[src/rtl/spi_pkg.sv]
// Shared types and constants for the on-chip SPI master that talks to spiMemory.
package spi_pkg;

    localparam int SPI_ADDR_W     = 7;
    localparam int SPI_DATA_W     = 8;
    localparam int SPI_FRAME_BITS = 16;

    localparam logic SPI_RW_READ  = 1'b1;
    localparam logic SPI_RW_WRITE = 1'b0;

    typedef enum logic [1:0] {
        IDLE  = 2'd0,
        SHIFT = 2'd1,
        GAP   = 2'd2
    } spi_mst_state_t;

    // Build the 16-bit frame: address, rw flag, then data (zero on reads).
    function automatic logic [SPI_FRAME_BITS-1:0] spi_frame(
        input logic                  rw,
        input logic [SPI_ADDR_W-1:0] addr,
        input logic [SPI_DATA_W-1:0] wdata
    );
        logic [SPI_DATA_W-1:0] data;
        data = (rw == SPI_RW_READ) ? '0 : wdata;
        return {addr, rw, data};
    endfunction

endpackage

[src/rtl/spi_sclk_gen.sv]
// SPI clock divider: toggles sclk every CLK_DIV enabled cycles and flags the
// cycle in which each rising or falling sclk edge is being registered.
module spi_sclk_gen
    import spi_pkg::*;
#(
    parameter int CLK_DIV = 8
) (
    input  logic clk,
    input  logic rst_n,
    input  logic en,
    output logic sclk,
    output logic rise_tick,
    output logic fall_tick
);

    localparam int CNT_W = $clog2(CLK_DIV);

    logic [CNT_W-1:0] cnt;
    logic             half_done;

    assign half_done = en && (cnt == CNT_W'(CLK_DIV - 1));
    assign rise_tick = half_done && !sclk;
    assign fall_tick = half_done && sclk;

    // Count out each half period; held cleared (sclk low) whenever disabled.
    always_ff @(posedge clk or negedge rst_n) begin
        if (!rst_n) begin
            cnt  <= '0;
            sclk <= 1'b0;
        end else if (!en) begin
            cnt  <= '0;
            sclk <= 1'b0;
        end else if (half_done) begin
            cnt  <= '0;
            sclk <= ~sclk;
        end else begin
            cnt <= cnt + CNT_W'(1);
        end
    end

endmodule

[src/rtl/spi_master_ctrl.sv]
// SPI master sequencer: turns single-byte read/write requests into 16-bit
// frames on the spiMemory pin interface and returns a one-cycle response.
//
// Request handshake: a transfer happens on a rising clk edge where both
// req_valid and req_ready are high. req_valid may be raised at any time and
// must stay high (with stable fields) until that edge; req_ready does not
// depend on req_valid. Fields are captured only at the handshake edge.
module spi_master_ctrl
    import spi_pkg::*;
#(
    parameter int CLK_DIV = 8,
    parameter int CS_GAP  = 1
) (
    input  logic                  clk,
    input  logic                  rst_n,
    input  logic                  req_valid,
    output logic                  req_ready,
    input  logic                  req_rw,
    input  logic [SPI_ADDR_W-1:0] req_addr,
    input  logic [SPI_DATA_W-1:0] req_wdata,
    output logic                  rsp_valid,
    output logic [SPI_DATA_W-1:0] rsp_rdata,
    output logic                  busy,
    output logic                  sclk_pin,
    output logic                  cs_pin,
    output logic                  mosi_pin,
    input  logic                  miso_pin
);

    // The GAP state lasts one cycle less than the chip-select gap so that a
    // waiting request is accepted exactly GAP_CYC cycles after cs_pin rises.
    localparam int GAP_CYC = 2 * CLK_DIV * CS_GAP;
    localparam int GAP_W   = $clog2(GAP_CYC);

    spi_mst_state_t            state;
    logic [SPI_FRAME_BITS-1:0] shreg;
    logic [SPI_DATA_W-1:0]     rx_sh;
    logic                      rw_q;
    logic [4:0]                bit_cnt;
    logic [GAP_W-1:0]          gap_cnt;
    logic                      sclk_en;
    logic                      rise_tick;
    logic                      fall_tick;

    // The divider starts once cs_pin has dropped, one cycle after the handshake.
    assign sclk_en = (state == SHIFT) && !cs_pin;

    spi_sclk_gen #(
        .CLK_DIV (CLK_DIV)
    ) u_sclk_gen (
        .clk       (clk),
        .rst_n     (rst_n),
        .en        (sclk_en),
        .sclk      (sclk_pin),
        .rise_tick (rise_tick),
        .fall_tick (fall_tick)
    );

    // Frame sequencer: handshake, shift 16 bits out/in, then hold the cs gap.
    always_ff @(posedge clk or negedge rst_n) begin
        if (!rst_n) begin
            state     <= IDLE;
            req_ready <= 1'b0;
            busy      <= 1'b0;
            cs_pin    <= 1'b1;
            mosi_pin  <= 1'b0;
            rsp_valid <= 1'b0;
            rsp_rdata <= '0;
            shreg     <= '0;
            rx_sh     <= '0;
            rw_q      <= SPI_RW_WRITE;
            bit_cnt   <= '0;
            gap_cnt   <= '0;
        end else begin
            rsp_valid <= 1'b0;
            case (state)
                IDLE: begin
                    if (req_valid && req_ready) begin
                        shreg     <= spi_frame(req_rw, req_addr, req_wdata);
                        rw_q      <= req_rw;
                        bit_cnt   <= '0;
                        req_ready <= 1'b0;
                        busy      <= 1'b1;
                        state     <= SHIFT;
                    end else begin
                        req_ready <= 1'b1;
                    end
                end
                SHIFT: begin
                    if (cs_pin) begin
                        // Frame start: select the slave and present bit 15.
                        cs_pin   <= 1'b0;
                        mosi_pin <= shreg[SPI_FRAME_BITS-1];
                    end else begin
                        if (rise_tick) begin
                            rx_sh <= {rx_sh[SPI_DATA_W-2:0], miso_pin};
                        end
                        if (fall_tick) begin
                            shreg    <= shreg << 1;
                            mosi_pin <= shreg[SPI_FRAME_BITS-2];
                            bit_cnt  <= bit_cnt + 5'd1;
                            if (bit_cnt == 5'(SPI_FRAME_BITS - 1)) begin
                                // rx_sh now holds the samples of rising edges 9..16.
                                cs_pin    <= 1'b1;
                                mosi_pin  <= 1'b0;
                                rsp_valid <= 1'b1;
                                rsp_rdata <= (rw_q == SPI_RW_READ) ? rx_sh : '0;
                                gap_cnt   <= '0;
                                state     <= GAP;
                            end
                        end
                    end
                end
                GAP: begin
                    if (gap_cnt == GAP_W'(GAP_CYC - 2)) begin
                        busy      <= 1'b0;
                        req_ready <= 1'b1;
                        state     <= IDLE;
                    end else begin
                        gap_cnt <= gap_cnt + GAP_W'(1);
                    end
                end
                default: begin
                    state <= IDLE;
                end
            endcase
        end
    end

endmodule

[config.mk]
export PLATFORM = sky130hd
export DESIGN_NAME = spi_master_ctrl
export DESIGN_NICKNAME = d
export VERILOG_FILES = /design/src/rtl/spi_pkg.sv /design/src/rtl/spi_sclk_gen.sv /design/src/rtl/spi_master_ctrl.sv
export SDC_FILE = /design/constraint.sdc
export NUM_CORES = 1
export LEC_CHECK = 0
export ABC_CLOCK_PERIOD_IN_PS = 2650
export CORE_AREA = 2 2 99 91
export CTS_CLUSTER_SIZE = 40
export DETAILED_ROUTE_END_ITERATION = 12
export DIE_AREA = 0 0 101 93
export PLACE_DENSITY_LB_ADDON = 0.12
export SYNTH_ARGS = -nofsm -noshare
export SYNTH_HDL_FRONTEND = slang
export SYNTH_SLANG_ARGS = --single-unit
[constraint.sdc]
create_clock -name clk -period 2.65 [get_ports clk]
set_clock_uncertainty 0.2 [all_clocks]
set_input_delay 0.265 -clock clk [delete_from_list [all_inputs] [get_ports clk]]
set_output_delay 0.265 -clock clk [all_outputs]
set_load 0.01 [all_outputs]
==> results.yml, run 1 <==
global_route:
  grt_pass1_wl_um: 8362
  antenna_found_initial: 0
  grt_pass1_vias: 1723
  grt_usage_pct: 11.31
  grt-ovfl-total: 0
  grt_max_degree: 54
cells_and_area:
  multi_input_area_um2: 1020
  final_common_cell: "dfrtp_1"
  fin_nets: 264
  antenna_cells: 0
  syn2layout_area_growth_pct: 20.99
  final.fill_count: 842
  layout_common_cells: "52 x dfrtp_1, 32 x clkdlybuf4s50_1, 22 x mux2_2"
  register_area_um2: 1328
  drive_gt1_share_pct: 15.97
sta:
  rsz0062_at_grt: "no"
  slew_viol_final: 0
  setup_tns_ns: 0
  final-hold-violation-count: 0
  period_needed_ns: 2.089
  worstMarginPinSlew_ns: 0.6824
  layout_worst_path_cycle_share_pct: 78.83
  relSlewSlack_pct: 54.51
  setup_viol: 0
  clock.fmax_mhz: 478.7
clock_network:
  clock_path_buffers: 2
  cts_resized: 0
  clock_latency_ns: 0.29
  htree_levels: 2
  clkSinkCount: 53
  cts_made_buffers: 5
  path_clk_slew_ns: 0.09
  tritoncts: "built"
  clock-root-buffer: "clkbuf_8"
floorplan:
  die_h_um: 93
  initial_utilization_pct: 29.14
  rows: 32
  die_w_um: 101
  core_area_um2: 8408
  ioPinCount: 34
  die-area_um2: 9393
synth:
  yosysWarnings: 0
  syn_nets: 230
  ys_seq_elements: 53
  netlist.area_leader.share_pct: 53.12
  synthDistinctLibCells: 43
  synth_area_leaders: "dfrtp_1 53%, mux2_2 10%, mux2_1 4.1%"
  netlist_instances: 204
  syn-mean-instance-area_um2: 12.01
  synth-seq-area-share_pct: 54.19
  synth.cell_area_um2: 2450
  synth_top_area_cell: "dfrtp_1"
power:
  power_w: 0.001357
  p_per_area_nw_per_um2: 457.7
  ir_drop_uv: 210.5
  leakage_nw: 1.265
placed_design:
  gp_congestion: 0.6757
  place_hpwl_um: 3137
  port_buffers: 33
job:
  maxCapViolCount: 0
critical_path:
  regToRegSetupSlack_ns: 0.56
  path_class: "flip-flop to flip-flop"
  worst-endpoint-required_ns: 2.64
  critPathCaptureType: "flip-flop"
  path_max_fanout: 21
  startpoint_type: "flip-flop"
  crit_arrival_ns: 2.08
detailed_routing:
  antenna_left: 0
  drtIter0Drc: 31
  wl_met3_um: 112
  wl_um: 4776
  routed-via-count: 1623
  drc: 0
  viasPerCell: 4.774
  dr.max_layer_used: "met4"
  firstDrtPassIters: 4
  wl_met1_um: 2361
  wl_met2_um: 2228
  wl_per_cell_um: 14.05
outcome:
  status: "completed"
worst_hold_path:
  hold_path.class: "flip-flop to flip-flop"
## sequential cells by signal (all words and copies together), names as in the netlist, 2 cells and up
| name | cells |
|---|---|
| rx_sh | 8 |
| bit_cnt | 5 |
| rsp_rdata | 8 |
| gap_cnt | 4 |
| state | 2 |
| shreg | 16 |
| u_sclk_gen.cnt | 3 |
## per-stage QoR
step	instance area, um2	hold WS [ns]	utilization, %	worst slack [ns]	cells
2_1_floorplan	2450	-0.2306	-	0.7831	204
3_3_place_gp	2868	0.2266	34.11	0.5485	332
3_5_place_dp	2868	0.2391	34.11	0.5415	332
4_1_cts	2964	0.2522	35.25	0.5515	340
5_1_grt	2964	0.2971	35.25	0.3986	340
6_report	2964	0.2553	35.25	0.5610	340
## cell usage after synthesis (all sizes together)
cell / instances
a21boi: 1
a21o: 1
a21oi: 9
a22o: 4
a31oi: 4
and3: 3
and4: 1
and4b: 1
and4bb: 1
buf: 11
clkbuf: 1
dfrtp: 52
dfstp: 1
ha: 6
inv: 8
mux2: 31
mux2i: 3
nand2: 12
nand2b: 4
nand3: 3
nand3b: 1
nand4b: 1
nand4bb: 1
nor2: 4
nor2b: 2
nor3: 2
nor3b: 5
nor4: 1
nor4b: 1
o21ai: 14
o22a: 1
o22ai: 2
o2bb2ai: 1
o31a: 1
o31ai: 8
xnor2: 1
xor2: 1
## repair_timing
item                                   CTS  global route
hold buffers                             1             0
setup buffers                            0             0
endpoints found under the hold margin   52             0
## kinds of logic (layout without fill, tap and decap cells)
family	after synthesis	count (layout)	synth area share (%)
flip-flops	53	53	54.19
adder cells (fa/ha/maj)	6	6	3.064
AND/OR/NAND/NOR	43	43	10.42
AO/OA/AOI/OAI	46	46	11.95
XOR/XNOR	2	2	0.7151
multiplexers	34	34	15.48
buffers and inverters	20	54	4.188
## worst max-delay path: stages (launching register included)
cell      delay, ns
dfrtp_1        0.37
ha_1           0.17
ha_1           0.26
nand4b_1       0.15
a21oi_2        0.16
buf_4          0.29
mux2_2         0.37
## power by group
group / internal, W / leakage, nW / total (W) / switching (W)
registers: 0.000821 / 0.688 / 0.000828 / 0.00000707
clock network: 0.000208 / 0.0443 / 0.000459 / 0.000251
logic: 0.0000427 / 0.533 / 0.0000693 / 0.0000267
total: 0.00107 / 1.27 / 0.00136 / 0.000285
## cell type report
| type | instances | share of cell area, % |
|---|---|---|
| sequential | 53 | 44.79 |
| multi-input combinational | 131 | 34.40 |
| timing repair buffer | 39 | 12.58 |
| tap | 102 | 4.306 |
| clock buffer | 7 | 2.913 |
| inverter | 8 | 1.013 |
## per-layer routing
layer | GRT usage (%) | vias to the layer above
met5 | 0 | -
met1 | 15.44 | 800
met3 | 2.242 | 4
li1 | - | 802
met4 | 4.054 | 0
met2 | 17.89 | 17
## final timing paths
kind	start	cells after the start	endpoint
worst max-delay path	u_sclk_gen.cnt[0]	6	shreg[11]
worst min-delay path	u_sclk_gen.cnt[0]	1	u_sclk_gen.cnt[0]
worst max register to register	u_sclk_gen.cnt[0]	6	shreg[11]
worst min register to register	u_sclk_gen.cnt[0]	1	u_sclk_gen.cnt[0]
max in group asynchronous	rst_n	3	rsp_rdata[4]
min in group asynchronous	rst_n	3	shreg[3]
Power figures use the tool's default switching activity.
==> run 2: changes to the inputs <==
Settings changed: ABC_CLOCK_PERIOD_IN_PS 2650 to 1900.
Clock period 2.65 ns to 1.9 ns, I/O delays scaled along.
==> run 2 against run 1 <==
- the run now ends with setup timing left
- sequential share of layout area shrank 4.3 points
- power up 41%
- cell area is 11% higher
- combinational power is 66% higher
- critical path depth is the same
- die area did not move
- first-iteration DRC count is 120% higher
- largest power group unchanged
- core utilization grew 3.8 points
- maximum frequency is 8.6% higher
- wire length up 9.4%
- largest cell class unchanged
- worst setup slack got worse by 0.58 ns
==> results.yml, run 2 (same netlist as run 1, synthesis figures left out) <==
sta:
  relSlewSlack_pct: 78.27
  worst_slack_ns: -0.02269
  slew_viol_final: 0
  final-hold-violation-count: 0
  clock.fmax_mhz: 520.1
  hold_slack_ns: 0.03234
  layout_worst_path_cycle_share_pct: 101.2
  worstMarginPinSlew_ns: 0.3259
  rsz0062_at_grt: "yes"
  period_needed_ns: 1.923
  setup_viol: 6
global_route:
  grt_max_degree: 31
  grt_pass1_vias: 1735
  grt-ovfl-total: 0
  grt_usage_pct: 11.82
  grt.met3_usage_pct: 2.616
  grt_pass1_wl_um: 8687
  antenna_found_initial: 0
  use_met2_pct: 17.67
  grt_use_met1_pct: 16.59
  busiest_layer: "met2"
floorplan:
  initial_utilization_pct: 29.14
  core_area_um2: 8408
  die-area_um2: 9393
  die_w_um: 101
  die_h_um: 93
  rows: 32
  ioPinCount: 34
clock_network:
  clock-root-buffer: "clkbuf_8"
  clkSinkCount: 53
  tritoncts: "built"
  cts_made_buffers: 5
  clock_latency_ns: 0.30
  htree_levels: 2
  clock_path_buffers: 2
  path_clk_slew_ns: 0.09
placed_design:
  placed_area_um2: 3033
  place_hpwl_um: 3598
  dp_cells: 349
  port_buffers: 33
  gp_congestion: 0.7011
cells_and_area:
  final_area_um2: 3282
  top_register: "shreg"
  final_common_cell: "dfrtp_1"
  syn2layout_area_growth_pct: 33.96
  largest_register_ffs: 16
  final_cells: 361
  drive_gt1_share_pct: 28.19
  final_util_pct: 39.03
  largest_registers: "shreg x16, rsp_rdata x8, rx_sh x8"
  final.fill_count: 848
  layout_common_cells: "52 x dfrtp_1, 32 x clkdlybuf4s50_1, 19 x mux2_2"
  antenna_cells: 0
  fin_nets: 285
critical_path:
  crit_arrival_ns: 1.92
  slowest_stage: "dfrtp_1"
  startpoint_type: "flip-flop"
  critPathCaptureType: "flip-flop"
  regToRegSetupSlack_ns: -0.02
  path_max_fanout: 4
  path_class: "flip-flop to flip-flop"
  cp_top_family: "flip-flops"
  reg2regPathDepth: 6
  rr_startpoint: "u_sclk_gen.cnt[0]"
  reg2reg_to: "shreg[0]"
  worst-path-buf-inv: 1
  slowest_delay_ns: 0.36
  worst-endpoint-required_ns: 1.89
  worstSetupStartpoint: "u_sclk_gen.cnt[0]"
  crit_chain: "ha_2, ha_4, nand4b_1, a21oi_4, buf_4, mux2_2"
detailed_routing:
  wl_um: 5227
  drtIter0Drc: 67
  wl_per_cell_um: 14.48
  firstDrtPassIters: 4
  viasPerCell: 4.798
  routed-via-count: 1732
  antenna_left: 0
  drc: 0
power:
  leakage_nw: 1.422
  ir_drop_uv: 253.9
  p_per_area_nw_per_um2: 584.7
outcome:
  violations: "setup timing"
  status: "complete, but fails checks"
job:
  maxCapViolCount: 0
worst_hold_path:
  hold_path.class: "input pin to async pin"
## run 2: changes by cell type in the layout (fill, tap and decap cells not counted), moves of 2 or more
cell / change
o21ai_1: +3
buf_12: +4
mux2_2: -3
o21ai_0: -3
buf_4: +13
mux2_1: -9
ha_1: -2
mux2_4: +12
buf_6: +3
## run 2: power by group
part	total, W	internal [W]	leakage (nW)	switching (W)
clock network	0.000648	0.000290	0.0443	0.000357
registers	0.00116	0.00115	0.688	0.0000105
logic	0.000115	0.0000745	0.690	0.0000406
total	0.00192	0.00151	1.42	0.000409
## run 2: per-stage QoR
step                setup TNS (ns)  worst slack [ns]  power [W]
detailed placement        -0.02494          -0.02494   0.001285
finish                     -0.1082          -0.02269   0.001919
global route                -1.137           -0.1055   0.002010
CTS                              0         0.0007492   0.001949
floorplan                        0           0.03306   0.001203
global placement                 0           0.03949   0.001284
## run 2: cell type report
type / instances / area, um2 / share of cell area, %
flip-flops and latches: 53 / 1328 / 40.45
multi-input cells: 131 / 1101 / 33.55
repair buffers: 60 / 609.3 / 18.57
well taps: 102 / 127.6 / 3.889
clock buffers: 7 / 86.33 / 2.631
inverters: 8 / 30.03 / 0.9150
## run 2: worst register-to-register path, cell delays in order, from the launching register on
cell and delay [ns]:
dfrtp_1 0.36, ha_2 0.19, ha_4 0.14, nand4b_1 0.16, a21oi_4 0.25, buf_4 0.18
mux2_2 0.33
## run 2: how the worst max path moves through the flow
stage                   endpoint  slack, ns  depth (start not counted)
global route        rsp_rdata[0]      -0.11                          7
global placement    rsp_rdata[3]       0.04                          7
finish                  shreg[0]      -0.02                          6
detailed placement  rsp_rdata[0]      -0.02                          7
floorplan           rsp_rdata[2]       0.03                          7
CTS                     shreg[0]     0.0007                          6
## run 2: timing repair
item                                   in CTS  in global routing
setup buffers                               1                  2
setup endpoints to repair                  21                 34
pin swaps                                   1                  1
gates resized for setup                     2                 23
endpoints found under the hold margin      53                  0
gates cloned                                0                  1
hold buffers                                1                  0
## run 2: routing by layer
layer / up-vias / part of all wire, %
met2: 23 / 45
li1: 846 / -
met3: 5 / 2.9
met5: - / 0
met1: 858 / 51
met4: 0 / 1.3
==> patch (config.mk and constraints of run 2) <==
Make the reset (`rst_n`) synchronous in 2 clocked blocks.
--- a/src/rtl/spi_sclk_gen.sv
+++ b/src/rtl/spi_sclk_gen.sv
@@ -23,7 +23,7 @@
     assign fall_tick = half_done && sclk;
 
     // Count out each half period; held cleared (sclk low) whenever disabled.
-    always_ff @(posedge clk or negedge rst_n) begin
+    always_ff @(posedge clk) begin
         if (!rst_n) begin
             cnt  <= '0;
             sclk <= 1'b0;
--- a/src/rtl/spi_master_ctrl.sv
+++ b/src/rtl/spi_master_ctrl.sv
@@ -57,7 +57,7 @@
     );
 
     // Frame sequencer: handshake, shift 16 bits out/in, then hold the cs gap.
-    always_ff @(posedge clk or negedge rst_n) begin
+    always_ff @(posedge clk) begin
         if (!rst_n) begin
             state     <= IDLE;
             req_ready <= 1'b0;
Function: differs if rst_n is asserted again (counterexample within 4 cycles, from zero or initial values and one cycle with rst_n low); with rst_n held inactive, the same outputs for 10 cycles.
==> patch against run 2 <==
Wire length decreased by 0.44%; sequential cell count is the same; cell area fell by 4.4%; fmax increased by 7.8%; critical path depth grew 1; synthesized area decreased by 1.2%; hold slack better by 0.22 ns; core utilization fell by 1.7 points; worst setup slack better by 0.14 ns; critical endpoint is now bit_cnt[0].
Power is not compared: it rests on default switching activity, and its combinational part moved more than twofold at a synthesized area within 25%.
==> patch: results (changes against run 2) <==
status: "complete, no violations"  # was finished, violations left
hold_class: "reg -> reg"  # was in -> async
dp_cells: 389  # was 349
reg_top3: "shreg (16), rsp_rdata (8), rx_sh (8)"  # unchanged
final_layout_size_suffix_gt1_frac: 0.1644  # was 0.2819
synth_nets: 285  # was 230
track_usage: 0.1135  # was 0.1182
ys.flop_type: "dfxtp_1"  # was dfrtp_1
place_hpwl_um: 3467  # was 3598 µm
timing.rr.end: "bit_cnt[0]"  # was shreg[0]
placed_area_mm2: 0.002927  # was 0.003033 mm²
vias_per_cell: 4.708  # was 4.798
holdWs_ns: 0.2487  # was 0.03234 ns
layout.nets: 323  # was 285
period_needed_ns: 1.783  # was 1.923 ns
grt_max_degree: 34  # was 31
grt_pass1_vias: 1762  # was 1735
critPathArrivalTime_ns: 1.77  # was 1.92 ns
numCtsBuffers: 5  # unchanged
yosysSeqAreaShare: 0.4385  # was 0.5419
max_slew_margin: 0.7489  # was 0.7827
synth_area_leaders: "dfxtp_1 (44%), mux2i_1 (9.9%), nor2_1 (5.4%)"  # was dfrtp_1 (53%), mux2_2 (10%), mux2_1 (4.1%)
crit_fanout: 16  # was 4
synthArstFlopShare: 0  # was 1.000
drt_iter0_drc: 57  # was 67
gp_congestion: 0.7227  # was 0.7011
place_ws_ns: 0.03991  # was -0.02494 ns
grt_pass1_wl_um: 8535  # was 8687 µm
wl_per_cell_um: 13.01  # was 14.48 µm
drv_cap: 0  # unchanged
yosys-top-cells-count: "dfxtp_1 (53), nor2_1 (35), mux2i_1 (24)"  # was dfrtp_1 (52), mux2_2 (22), o21ai_0 (14)
yosysUniqueCellTypes: 42  # was 43
clk_path_buf_depth: 2  # unchanged
r2r_start: "u_sclk_gen.cnt[0]"  # unchanged
num_vias: 1883  # was 1732
worst-r2r-cell-count: 7  # was 6
ff2ff_setup_slack_ns: 0.12  # was -0.02 ns
avgSynthCellArea_um2: 9.343  # was 12.01 µm²
[patch: changes by cell type after synthesis, moves of 9 or more]
cell             run 2  this run
dfrtp_1             52         0
nor2_1               3        35
dfxtp_1              0        53
o21ai_0             14         5
mux2_2              22         0
nand3_1              3        12
a211oi_1             0         9
mux2_1               9         0
a21oi_1              8        21
mux2i_1              3        24
[patch: final cells by class]
type / count / area [µm²]
clock inverter: 3 / 68.82
tap: 102 / 127.6
multi-input combinational: 182 / 1259
fill: 879 / 5271
clock buffer: 5 / 68.82
sequential: 53 / 1065
inverter: 4 / 15.01
timing repair buffer: 51 / 533.0
[patch: timing repair]
action,in CTS,in global routing
buffers inserted,0,2
setup endpoints to repair,7,29
gates resized for setup,3,7
pin swaps,0,1
gates cloned,0,1
[patch: logic make-up after synthesis]
group | count (synthesis) | share of synthesized area
multiplexers | 24 | 0.09928
XOR/XNOR | 2 | 0.007240
flip-flops | 53 | 0.4385
adder cells (fa/ha/maj) | 6 | 0.03102
buffers and inverters | 24 | 0.05325
AND/OR/NAND/NOR | 98 | 0.2146
AO/OA/AOI/OAI | 52 | 0.1562
[patch: layer usage]
layer / global-route usage / up-vias / share of wire
met4: 0.03041 / 0 / 0.0098
met2: 0.1761 / 21 / 0.44
met5: 0 / - / 0
met3: 0.02466 / 6 / 0.028
met1: 0.1591 / 875 / 0.52
li1: - / 981 / -
[patch: critical path: stages (launching register included)]
cell	delay (ns)
dfxtp_1	0.36
ha_1	0.20
ha_4	0.18
nand4b_4	0.13
a21oi_4	0.18
buf_4	0.15
clkbuf_16	0.17
o21ai_0	0.10
[patch: power by group]
| part | internal, mW | leakage (nW) | switching, mW |
|---|---|---|---|
| clock network | 0.531 | 0.0687 | 0.402 |
| logic | 0.148 | 0.693 | 0.129 |
| registers | 1.15 | 0.431 | 0.0324 |
